===== src/rtl/trace_step_tx.sv =====
// Frames one 560-bit trace step as a byte stream: sync byte, 70 payload bytes
// (byte 0 first), then an XOR checksum of the payload on the out_last beat.
module trace_step_tx #(
   parameter logic [7:0] SYNC_BYTE  = 8'hA5,
   parameter int         STEP_BYTES = 70
) (
   input  logic                      clk,
   input  logic                      rst,
   input  logic [STEP_BYTES*8-1:0]   in_step,
   input  logic                      in_valid,
   output logic                      in_ready,
   output logic [7:0]                out_data,
   output logic                      out_valid,
   input  logic                      out_ready,
   output logic                      out_last,
   output logic                      busy,
   output logic [31:0]               frames_sent
);

   typedef enum logic [1:0] {IDLE, SYNC, PAYLOAD, CSUM} state_t;

   localparam logic [6:0] LAST_IDX = 7'(STEP_BYTES - 1);

   state_t                  state;
   logic [STEP_BYTES*8-1:0] hold;
   logic [6:0]              idx;
   logic [7:0]              csum;
   logic                    accept;

   // in_ready depends combinationally on out_ready so a new step can be taken
   // on the same edge as the checksum beat, giving back-to-back frames.
   assign in_ready = (state == IDLE) | ((state == CSUM) & out_ready);
   assign accept   = in_valid & in_ready;
   assign busy     = (state != IDLE);

   always_ff @(posedge clk or posedge rst) begin
      if (rst) begin
         state       <= IDLE;
         hold        <= '0;
         idx         <= '0;
         csum        <= '0;
         frames_sent <= '0;
         out_valid   <= 1'b0;
         out_data    <= '0;
         out_last    <= 1'b0;
      end else begin
         if ((state == CSUM) && out_ready)
            frames_sent <= frames_sent + 32'd1;

         if (accept) begin
            hold      <= in_step;
            csum      <= '0;
            idx       <= '0;
            state     <= SYNC;
            out_valid <= 1'b1;
            out_data  <= SYNC_BYTE;
            out_last  <= 1'b0;
         end else begin
            case (state)
               IDLE: ;
               // The holding register shifts down one byte per payload beat,
               // so hold[7:0] is always the next byte to present.
               SYNC: if (out_ready) begin
                  state    <= PAYLOAD;
                  out_data <= hold[7:0];
                  hold     <= hold >> 8;
               end
               PAYLOAD: if (out_ready) begin
                  csum <= csum ^ out_data;
                  if (idx == LAST_IDX) begin
                     state    <= CSUM;
                     out_data <= csum ^ out_data;
                     out_last <= 1'b1;
                  end else begin
                     idx      <= idx + 7'd1;
                     out_data <= hold[7:0];
                     hold     <= hold >> 8;
                  end
               end
               CSUM: if (out_ready) begin
                  state     <= IDLE;
                  out_valid <= 1'b0;
                  out_data  <= '0;
                  out_last  <= 1'b0;
               end
            endcase
         end
      end
   end

endmodule


===== config.mk =====
export PLATFORM = sky130hd
export DESIGN_NAME = trace_step_tx
export DESIGN_NICKNAME = d
export VERILOG_FILES = /design/src/rtl/trace_step_tx.sv
export SDC_FILE = /design/constraint.sdc
export NUM_CORES = 2
export LEC_CHECK = 0
export CAP_MARGIN = 10
export CORE_MARGIN = 3
export CORE_UTILIZATION = 55
export CTS_BUF_LIST = sky130_fd_sc_hd__clkbuf_4
export CTS_CLUSTER_DIAMETER = 120
export DETAILED_ROUTE_END_ITERATION = 8
export PLACE_DENSITY = 0.84
export SYNTH_ARGS = -nofsm -noshare
export SYNTH_HDL_FRONTEND = slang
export SYNTH_SLANG_ARGS = --single-unit

===== constraint.sdc =====
create_clock -name clk -period 57.6 [get_ports clk]
set_input_delay 5.76 -clock clk [delete_from_list [all_inputs] [get_ports clk]]
set_output_delay 5.76 -clock clk [all_outputs]
set_load 0.03 [all_outputs]

# [Word-level counts from Yosys, hierarchy flattened]
# Index checks and enable logic that the tools add are counted.
[word_totals] reg_bits=619 in_bits=564 out_inout_bits=44 word_cells=71
[op_classes] n_addsub=2 n_eq_ne=10 n_mux=31 n_bitwise=4 reduce_logical=16
[op_table] op="$mux W560" n=4
[op_table] op="$pmux W560 S2" n=1
[op_table] op="$mux W8" n=8
[op_table] op="$add A32 B1 Y32 const B" n=1
[op_table] op="$mux W7" n=4
[op_table] op="$pmux W8 S3" n=1
[op_table] op="$ne A3 B3 Y1 const B" n=5
[op_table] op="$reduce_and A4 Y1" n=3
[op_table] op="$mux W2" n=5
[op_table] op="$reduce_bool A2 Y1" n=4
[op_table] op="$xor A8 B8 Y8" n=1
[op_table] op="$add A7 B1 Y7 const B" n=1
[op_table] op="$eq A7 B7 Y1 const B" n=1
[op_table] op="$mux W1" n=6
[op_table] op="$pmux W2 S3" n=1
[op_table] op="$reduce_bool A3 Y1" n=2
[op_table] op="$reduce_and A5 Y1" n=1
[op_table] op="$eq A2 B2 Y1 const B" n=2
[op_table] op="$reduce_and A2 Y1" n=2
[op_table] op="$reduce_bool A4 Y1" n=1
[op_table] op="$reduce_and A3 Y1" n=1
[op_table] op="$and A1 B1 Y1" n=2
[op_table] op="$eq A2 B1 Y1 const B" n=1
[op_table] op="$logic_not A2 Y1" n=1
[op_table] op="other kinds (4)" n=4

# [Logic depth before layout (Yosys ltp)]
[depth] depth_word=6 ltp_mapped=10 ltp_nobuf=6

# [Least setup slack after synthesis]
# No wires, ideal clock.
[synth_timing] path_type="input port to output port" from="in out_ready" to="out in_ready" arrival_ps=6117 required_time_ps=51840 slack_ps=45723 stages=2 path_cell_list="nand2_1 > nand2_1"
[synth_via] elab_chain_len=2
[synth_lines] element="start: declaration" line="14" text="input logic out_ready,"
[synth_lines] element="$and A1 B1 Y1" line="32" text="assign in_ready = (state == IDLE) | ((state == CSUM) & out_ready);"
[synth_lines] element="$or A1 B1 Y1" line="32"
[synth_lines] element="end: declaration" line="11" text="output logic in_ready,"
# Every way passes these cells.

# [Worst setup path after layout]
# Ends and elaborated chain as after synthesis.

==> flow_summary_export.csv <==
group,metric,value,unit
yosys,ys_seq_area_share,49.4,%
setup_path,cp_max_fo,11,
pwr,p_leak,0.0173,uW
timing,fin_crit_sh,23.2,%
floorplanning,die_height,245,um
yosys,synth_flop_cell,"dfrtp_1",
yosys,syn_avg_cell_area,15.0,um2
global_routing,grt_max_degree,194,
timing,skew,0.0501,ns
cts,cts_root_buf,"clkbuf_4",
timing,slew_headroom,21.5,%
setup_path,crit_type,"input pin to output port",
cts,cts-htree-levels,4,
cells_and_area,area_delta_synth_final,27.0,%
setup_path,timing.rr.start,"state[0]",
setup_path,startpoint_type,"input pin",
yosys,syn_area,0.0313,mm2
place,gp_congestion,0.869,
setup_path,rr_worst_depth,9,
yosys,synth_area_leaders,"dfrtp_1, mux2_2, mux2_4, buf_2, buf_6",
floorplanning,core,0.0557,mm2
yosys,yosys.area.top_type,"dfrtp_1",
pwr,p_total,2200,uW
setup_path,slowest_stage,"clkdlybuf4s50_1",
cts,postCtsSetupBuffers,0,
setup_path,ff2ff_setup_slack,52.19,ns
setup_path,worst-path-buf-inv,2,
yosys,synth_nets,2667,
timing,slew_viol_final,0,
floorplanning,fp.dieW,245,um
routing,avgRoutedWirePerCell,21.9,um
cells_and_area,multi_input_area,0.0150,mm2
setup_path,cp.depth,4,
job,maxCapViolations,0,
setup_path,worstPathArrival,7.60,ns
setup_path,crit_chain,"clkdlybuf4s50_1 > nand2_1 > nand2_1 > clkdlybuf4s50_1",
yosys,yosysTopAreaCellShare,49.4,%
yosys,ys_ff_latch,619,
cells_and_area,nets,3323,
cts,clk_latency,0.97,ns
cts,clock_path_buffers,3,
timing,setup_tns,0,ns
cts,cts_sinks,619,
global_routing,grt_pass1_vias,21500,
setup_path,r2r-end,"hold[256]",
yosys,syn_inst,2095,
floorplanning,pin_count,608,
cells_and_area,drive_above_1_share,48.0,%
global_routing,grt_pass1_wl,122000,um
setup_path,cp-end-kind,"output port",
setup_path,cpLargestDelayFamily,"buffers and inverters",
cells_and_area,layout_commonest_cell,"mux2_2",
timing,setup_violations,0,
floorplanning,rows,86,
routing,viasPerCell,5.39,
yosys,synthDistinctLibCells,40,
pwr,p_per_area,55.3,mW/mm2
hold_path,hp-start,"frames_sent[31]",
routing,vias,19600,
global_routing,grt_overflow,0,
cts,cts_tree,"done",
cells_and_area,layout_common_cells,"mux2_2, dfrtp_1, clkdlybuf4s50_1, mux2_4, clkbuf_4",
timing,rsz0062_at_grt,"false",
setup_path,max_stage_delay,0.73,ns
timing,max_clock_freq,74.8,MHz
timing,finalHoldViolCount,0,
cts,numCtsBuffers,164,
floorplanning,die-area,0.0599,mm2
setup_path,critPathCapture,"in_ready",
cts,holdBufCountCts,0,
global_routing,track_usage,26.5,%
timing,worstMarginPinSlew,1.18,ns
floorplanning,start_util,56.2,%
yosys,synth-edff-count,0,
cts,post_cts_resized,0,
global_routing,antenna_found_initial,28,
outcome,status,"finished clean",
routing,firstDrtPassIters,4,
routing,route.detailed.drc,0,
routing,wirelength,79700,um
cells_and_area,final_util,71.4,%
yosys,synthArstFlopShare,100,%
setup_path,crit_path_start,"out_ready",
routing,drt_iter0_drc,971,
hold_path,hold_path.class,"flop to flop",
routing,ant_nets,0,
cells_and_area,fillers,3728,
place,port_buffers,607,
place,dp.final_hpwl,55500,um
cells_and_area,regArea,0.0155,mm2
cts,clk_pin_slew,0.06,ns
pwr,max-vdd-ir-drop,0.0000496,V
yosys,ys_warn_count,0,
timing,fin_crit,13.36,ns
setup_path,critPathRequiredTime,51.84,ns
## state kept, by name (all words and copies together), names as in the netlist
| name | cells |
|---|---|
| hold | 560 |
| frames_sent | 32 |
| csum | 8 |
| out_data | 8 |
| idx | 7 |
| state | 2 |
| out_last | 1 |
| out_valid | 1 |
## report_power, final
part	leakage (uW)	switching (uW)	internal (uW)	total, uW
Sequential	0.00755	120	653	773
Combinational	0.00851	371	672	1040
Clock	0.00123	182	203	384
Total	0.0173	673	1530	2200
## Yosys cell counts, types with 2 or more instances
master / instances
a211oi_1: 2
a21oi_1: 8
a22o_1: 8
a31oi_1: 9
and2_1: 5
and3_1: 5
and4_1: 3
buf_2: 89
buf_4: 3
buf_6: 32
clkbuf_1: 12
dfrtp_1: 619
ha_1: 8
inv_1: 6
mux2_1: 17
mux2_2: 825
mux2_4: 263
nand2_1: 27
nand3_1: 20
nand4_1: 20
nor2_1: 20
nor3_1: 9
nor4_1: 3
o211ai_1: 9
o21ai_0: 7
xnor2_1: 36
xor2_1: 17
## layout make-up
class	instances	share of cell area, %
diodes	19	0.119
clock buffers	246	4.64
clock inverters	35	0.512
inverters	6	0.0755
multi-input cells	1333	37.6
flip-flops and latches	619	38.9
well taps	748	2.35
repair buffers	627	15.8
## stage by stage
stage	setup slack (ns)	instance area [um2]	hold slack, ns	cells
6_report	44.24	39800	0.480	3633
3_3_place_gp	44.31	37700	0.464	3331
4_1_cts	44.24	39700	0.478	3612
2_1_floorplan	34.51	31300	0.454	2095
5_1_grt	44.14	39800	0.499	3626
3_5_place_dp	44.25	37700	0.470	3331
## worst min path at each step
stage / slack, ns / cells after the start / end
after global placement: 0.46 / 1 / frames_sent[31]
final: 0.48 / 1 / frames_sent[31]
after CTS: 0.48 / 1 / frames_sent[31]
after detailed placement: 0.47 / 1 / frames_sent[31]
after floorplan: 0.45 / 1 / hold[216]
after global routing: 0.50 / 1 / frames_sent[31]
## metal layers
| metal | GRT usage (%) | part of all wire [%] |
|---|---|---|
| met1 | 30.8 | 39 |
| met2 | 44.4 | 50 |
| met3 | 9.66 | 7.7 |
| met4 | 11.1 | 3.2 |
| met5 | 0 | 0.21 |
## logic make-up after synthesis
family / count (synthesis) / share of synthesized area (%)
AO/OA/AOI/OAI: 49 / 1.07
buffers and inverters: 143 / 2.88
AND/OR/NAND/NOR: 118 / 1.94
XOR/XNOR: 53 / 1.48
multiplexers: 1105 / 42.9
flip-flops: 619 / 49.4
adder cells (fa/ha/maj): 8 / 0.320
No activity file was read; power rests on OpenSTA's default activity.
